**src/rtl/riscv_i32_dmem_access_sequencer.sv**
```systemverilog
// Data-memory port sequencer: issues one or two word accesses per request,
// merges split load data, aligns/extends it and returns a registered result.
module riscv_i32_dmem_access_sequencer #(
   parameter int ALLOW_MISALIGNED = 1
) (
   input  logic        clk,
   input  logic        reset,
   input  logic        req_valid,
   output logic        req_ready,
   input  logic        req_is_store,
   input  logic [31:0] req_address,
   input  logic [3:0]  req_byte_enable,
   input  logic [31:0] req_write_data,
   input  logic [1:0]  req_rotation,
   input  logic [3:0]  req_read_byte_enable,
   input  logic        req_sign_extend_byte,
   input  logic        req_sign_extend_half,
   input  logic        req_multicycle,
   input  logic [4:0]  req_rd,
   output logic        mem_valid,
   output logic [31:0] mem_address,
   output logic        mem_write,
   output logic [3:0]  mem_byte_enable,
   output logic [31:0] mem_write_data,
   input  logic        mem_ack,
   input  logic        mem_rdata_valid,
   input  logic [31:0] mem_rdata,
   input  logic        mem_error,
   output logic        busy,
   output logic        result_valid,
   output logic        result_error,
   output logic [4:0]  result_rd,
   output logic [31:0] result_data,
   output logic        store_done
);

   typedef enum logic [1:0] {IDLE, FIRST_RESP, SECOND_REQ, SECOND_RESP} state_t;
   state_t state, state_next;

   logic        cap_is_store;
   logic [29:0] cap_word;
   logic [31:0] cap_wdata;
   logic [1:0]  cap_rot;
   logic [3:0]  cap_rmask;
   logic        cap_sx_byte;
   logic        cap_sx_half;
   logic        cap_mc;
   logic [4:0]  cap_rd;
   logic [31:0] buf0;

   logic        accept;
   logic        req_mc;
   logic        load_fire;
   logic        load_err;
   logic        store_fire;
   logic        buf0_load;
   logic [3:0]  be2;
   logic [31:0] merged;
   logic [31:0] raw_word;
   logic [31:0] rotated;
   logic [31:0] masked;
   logic [31:0] extended;

   assign accept = (state == IDLE) && req_valid && mem_ack;
   assign req_mc = req_multicycle && (ALLOW_MISALIGNED != 0);
   assign busy   = (state != IDLE);

   // Second-word lanes are the spill-over of the size mask shifted past lane 3.
   always_comb begin
      be2 = 4'b0000;
      case (cap_rot)
         2'd0: be2 = 4'b0000;
         2'd1: be2 = {3'b000, cap_rmask[3]};
         2'd2: be2 = {2'b00, cap_rmask[3:2]};
         2'd3: be2 = {1'b0, cap_rmask[3:1]};
         default: be2 = 4'b0000;
      endcase
   end

   // Lanes at or above the rotation come from the first word, the rest from the second.
   always_comb begin
      merged = mem_rdata;
      for (int i = 0; i < 4; i++) begin
         if (3'(i) >= {1'b0, cap_rot}) merged[8*i +: 8] = buf0[8*i +: 8];
      end
   end

   assign raw_word = (state == SECOND_RESP) ? merged : mem_rdata;

   always_comb begin
      rotated = raw_word;
      case (cap_rot)
         2'd0: rotated = raw_word;
         2'd1: rotated = {raw_word[7:0],  raw_word[31:8]};
         2'd2: rotated = {raw_word[15:0], raw_word[31:16]};
         2'd3: rotated = {raw_word[23:0], raw_word[31:24]};
         default: rotated = raw_word;
      endcase
      masked = rotated & {{8{cap_rmask[3]}}, {8{cap_rmask[2]}}, {8{cap_rmask[1]}}, {8{cap_rmask[0]}}};
      if (cap_sx_byte)      extended = {{24{masked[7]}}, masked[7:0]};
      else if (cap_sx_half) extended = {{16{masked[15]}}, masked[15:0]};
      else                  extended = masked;
   end

   always_comb begin
      state_next      = state;
      req_ready       = 1'b0;
      mem_valid       = 1'b0;
      mem_address     = req_address;
      mem_write       = req_is_store;
      mem_byte_enable = req_byte_enable;
      mem_write_data  = req_write_data;
      load_fire       = 1'b0;
      load_err        = 1'b0;
      store_fire      = 1'b0;
      buf0_load       = 1'b0;
      case (state)
         IDLE: begin
            mem_valid = req_valid;
            req_ready = mem_ack;
            if (accept) begin
               if (req_is_store) begin
                  if (req_mc) state_next = SECOND_REQ;
                  else        store_fire = 1'b1;
               end else begin
                  state_next = FIRST_RESP;
               end
            end
         end
         FIRST_RESP: begin
            if (mem_rdata_valid) begin
               if (mem_error || !cap_mc) begin
                  load_fire  = 1'b1;
                  load_err   = mem_error;
                  state_next = IDLE;
               end else begin
                  buf0_load  = 1'b1;
                  state_next = SECOND_REQ;
               end
            end
         end
         SECOND_REQ: begin
            mem_valid       = 1'b1;
            mem_address     = {cap_word + 30'd1, 2'b00};
            mem_write       = cap_is_store;
            mem_byte_enable = be2;
            mem_write_data  = cap_wdata;
            if (mem_ack) begin
               if (cap_is_store) begin
                  store_fire = 1'b1;
                  state_next = IDLE;
               end else begin
                  state_next = SECOND_RESP;
               end
            end
         end
         SECOND_RESP: begin
            if (mem_rdata_valid) begin
               load_fire  = 1'b1;
               load_err   = mem_error;
               state_next = IDLE;
            end
         end
         default: state_next = IDLE;
      endcase
   end

   always_ff @(posedge clk or posedge reset) begin
      if (reset) state <= IDLE;
      else       state <= state_next;
   end

   always_ff @(posedge clk or posedge reset) begin
      if (reset) begin
         cap_is_store <= 1'b0;
         cap_word     <= '0;
         cap_wdata    <= '0;
         cap_rot      <= '0;
         cap_rmask    <= '0;
         cap_sx_byte  <= 1'b0;
         cap_sx_half  <= 1'b0;
         cap_mc       <= 1'b0;
         cap_rd       <= '0;
         buf0         <= '0;
      end else begin
         if (accept) begin
            cap_is_store <= req_is_store;
            cap_word     <= req_address[31:2];
            cap_wdata    <= req_write_data;
            cap_rot      <= req_rotation;
            cap_rmask    <= req_read_byte_enable;
            cap_sx_byte  <= req_sign_extend_byte;
            cap_sx_half  <= req_sign_extend_half;
            cap_mc       <= req_mc;
            cap_rd       <= req_rd;
         end
         if (buf0_load) buf0 <= mem_rdata;
      end
   end

   always_ff @(posedge clk or posedge reset) begin
      if (reset) begin
         result_valid <= 1'b0;
         result_error <= 1'b0;
         result_rd    <= '0;
         result_data  <= '0;
         store_done   <= 1'b0;
      end else begin
         result_valid <= load_fire;
         result_error <= load_fire && load_err;
         store_done   <= store_fire;
         if (load_fire) begin
            result_rd   <= cap_rd;
            result_data <= load_err ? 32'h0 : extended;
         end
      end
   end

endmodule

```
**config.mk**
```make
export PLATFORM = sky130hd
export DESIGN_NAME = riscv_i32_dmem_access_sequencer
export DESIGN_NICKNAME = d
export VERILOG_FILES = /design/src/rtl/riscv_i32_dmem_access_sequencer.sv
export SDC_FILE = /design/constraint.sdc
export NUM_CORES = 1
export LEC_CHECK = 0
export BUFFER_PORTS_ARGS = -buffer_cell sky130_fd_sc_hd__buf_2
export CORE_AREA = 2 2 128 130
export CTS_BUF_LIST = sky130_fd_sc_hd__clkbuf_8
export DETAILED_ROUTE_END_ITERATION = 12
export DIE_AREA = 0 0 130 132
export PLACE_DENSITY = 0.82
export SETUP_SLACK_MARGIN = 0.15
export SYNTH_ARGS = -nofsm -noshare
export SYNTH_HDL_FRONTEND = slang
export SYNTH_SLANG_ARGS = --single-unit
```
**constraint.sdc**
```tcl
create_clock -name clk -period 8 [get_ports clk]
set_clock_uncertainty 0.15 [all_clocks]
set_input_delay 0 -clock clk [delete_from_list [all_inputs] [get_ports clk]]
set_output_delay 0 -clock clk [all_outputs]
set_load 0.02 [all_outputs]
```
==> results.py <==
metrics = {
    "setup_path": {
        "worst_setup_path_start_kind": "flip-flop",
        "slowest_delay_ps": 970,
        "crit_arrival_ps": 3740,
        "critPathSlowestCell": "a31oi_2",
        "cp_data_required_time_ps": 8140,
        "cp_max_fo": 37,
        "ff2ff_setup_slack_ps": 4400,
        "reg2reg_depth": 5,
        "crit_chain": "nand2_2 -> a21oi_1 -> a32oi_1 -> a31oi_2 -> o21ai_0",
        "r2r-start": "state[1]$_DFFE_PP0P_",
        "path_class": "reg2reg",
        "endpoint_kind": "flip-flop",
        "r2r_end": "result_data[12]$_DFFE_PP0P_",
    },
    "sta": {
        "max_slew_margin_pct": 24.8,
        "final-hold-violation-count": 0,
        "tightestPinTransition_ps": 1120,
        "fin_crit_ps": 3600,
        "fin_crit_sh_pct": 45.0,
        "maxSlewViolCount": 0,
        "tns_ps": 0,
        "setup_viol": 0,
        "timing.fmax_ghz": 0.278,
        "rsz0062_at_grt": "false",
    },
    "place": {
        "dp_hpwl_um": 17300,
        "portBuffers": 232,
        "gp_congestion": 0.948,
    },
    "power_and_ir_drop": {
        "seqPwrFrac_pct": 35.0,
        "internal_power_w": 0.00236,
        "power_w": 0.00428,
        "peakVddDrop_mv": 0.333,
        "p_sw_share_pct": 44.9,
        "p_per_area_nw_per_um2": 377,
        "pwr-share-clk_pct": 15.8,
        "power.net_switching_w": 0.00192,
        "combPwrFrac_pct": 49.2,
        "p_leak_nw": 5.38,
    },
    "route": {
        "ant_nets": 0,
        "wl_um": 28000,
        "post_drt_wl_per_cell_um": 19.5,
        "vias": 8614,
        "drc": 0,
        "via_per_inst": 6.01,
        "initialDrtViolationCount": 755,
        "drt-pass1-iter-count": 7,
    },
    "grt": {
        "grt-ovfl-total": 0,
        "grt_pass1_vias": 8578,
        "grt_usage_pct": 32.7,
        "grt_max_degree": 108,
        "grt_pass1_wl_um": 43900,
        "antenna_found_initial": 1,
    },
    "final_layout": {
        "final_util_pct": 72.3,
        "final_cell_mix": "buf_2, nand2_1, dfrtp_1, dlygate4sd3_1, mux2_2",
        "finalNetCount": 1326,
        "syn_to_final_growth_pct": 32.4,
        "drive_above_1_share_pct": 32.0,
        "final_common_cell": "buf_2",
    },
    "clock_tree": {
        "cts_made_buffers": 17,
        "cts.sinks": 151,
        "clkLatencyLatePin_ps": 450,
        "root_buffer": "clkbuf_8",
        "cts_repair_resize_count": 0,
        "cts.reportedPaths.clkPinSlew_ps": 90,
        "cts_tree": "built",
        "htree_levels": 4,
        "ctsLongestPathBuffers": 2,
    },
    "hold_path": {
        "hp-class": "in2async",
    },
    "die": {
        "die_w_um": 130,
        "die-area_sq_um": 17200,
        "core_sq_um": 15700,
        "num_rows": 46,
        "start_util_pct": 54.6,
        "pin_count": 233,
        "die_h_um": 132,
    },
    "synth": {
        "synth_seq_area_share_pct": 44.0,
        "yosys-top-cells-area": "dfrtp_1, mux2_2, nand2_1",
        "synth-async-reset-ratio_pct": 100,
        "synth_top_area_cell": "dfrtp_1",
        "synth-seq-cells": 151,
        "netlist_instances": 902,
        "synth_top_area_share_pct": 44.0,
        "synth_cell_types": 53,
        "syn_avg_cell_area_sq_um": 9.51,
        "syn-num-nets": 1024,
        "synth_edf_count": 0,
        "ys_warn_count": 0,
        "syn_area_sq_um": 8580,
        "synthFlopType": "dfrtp_1",
    },
    "flow_run": {
        "drv_cap": 0,
    },
    "run_status": {
        "status": "finished clean",
    },
}
==> worst max-delay path by stage <==
stage / startpoint / to / slack (ps) / cells after the start
finish: state[1]$_DFFE_PP0P_ / result_data[12]$_DFFE_PP0P_ / 4400 / 5
global route: state[1]$_DFFE_PP0P_ / result_data[23]$_DFFE_PP0P_ / 4150 / 5
CTS: state[1]$_DFFE_PP0P_ / result_data[12]$_DFFE_PP0P_ / 4520 / 5
detailed placement: state[1]$_DFFE_PP0P_ / result_data[12]$_DFFE_PP0P_ / 4540 / 5
global placement: state[1]$_DFFE_PP0P_ / result_data[10]$_DFFE_PP0P_ / 4610 / 5
floorplan: reset / buf0[0]$_DFFE_PP0P_ / 3790 / 1
==> Yosys cell counts, types with 3 or more instances <==
cell type  count
a211oi_1      18
a21oi_1       19
a221oi_1      11
a311oi_1       8
a31oi_1        9
a32o_1         4
and2_1         8
and3_1        13
and4_1         4
and4b_1        3
buf_1          4
buf_2         27
buf_4          4
clkbuf_1      33
dfrtp_1      151
inv_1         12
mux2_1         3
mux2_2       100
mux2i_1       25
mux4_2         8
nand2_1      219
nand2b_1       6
nand3_1       24
nand4_1        4
nor2_1        23
nor2b_1        3
nor3_1        10
nor4_1         9
o21ai_0       69
o31ai_1       19
xnor2_1       22
xor2_1         6
==> sequential cells by signal (all words and copies together), names as in the netlist, 2 cells and up <==
name         flops
cap_rmask        4
buf0            32
result_data     32
cap_word        30
state            2
cap_rd           5
cap_wdata       32
result_rd        5
cap_rot          2
==> logic make-up (layout without fill, tap and decap cells) <==
logic type | count (synthesis) | in the layout | synth area share, %
adder cells (fa/ha/maj) | 1 | 1 | 0.146
flip-flops | 151 | 151 | 44.0
AND/OR/NAND/NOR | 336 | 336 | 17.5
multiplexers | 136 | 136 | 18.5
other | 0 | 4 | 0
AO/OA/AOI/OAI | 169 | 169 | 12.7
buffers and inverters | 81 | 393 | 4.20
XOR/XNOR | 28 | 28 | 2.86
==> final cells by class <==
cell class / instances / area, sq um
multi-input combinational: 670 / 4460
fill: 1118 / 4350
sequential: 151 / 3780
timing repair buffer: 352 / 2350
tap: 216 / 270
clock buffer: 17 / 234
clock inverter: 12 / 213
inverter: 12 / 50.0
antenna: 4 / 10.0
==> metrics by stage <==
stage	cells	cell area, sq um	setup slack [ps]	hold slack, ps
finish	1434	11400	4400	149
global route	1431	11400	4150	156
CTS	1430	11400	4520	130
detailed placement	1287	9770	4540	70.7
global placement	1287	9770	4610	65.9
floorplan	902	8580	3790	-57.4
==> layer usage <==
layer  wire length (um)  GRT usage, %
met1              10800          40.9
met2              13100          52.1
met3               2780          8.85
met4               1340          16.0
met5                  0             0
==> critical path, delay by kind of cell (launching register included) <==
family           cells  cell delay, ps
flip-flops           1             790
AND/OR/NAND/NOR      1             690
AO/OA/AOI/OAI        4            1770
==> power groups by stage <==
| stage | combinational, W | sequential, W | clock, W |
|---|---|---|---|
| after floorplan | 0.00143 | 0.00143 | 0 |
| after global placement | 0.00195 | 0.00146 | 0 |
| after detailed placement | 0.00199 | 0.00149 | 0 |
| after CTS | 0.00204 | 0.00147 | 0.000683 |
| after global routing | 0.00226 | 0.00154 | 0.000715 |
| final | 0.00211 | 0.00150 | 0.000676 |
==> repair_timing <==
item	in CTS	in global routing
hold endpoints to repair	239	0
hold buffers	114	0
setup buffers	0	0
Power figures use the tool's default switching activity.
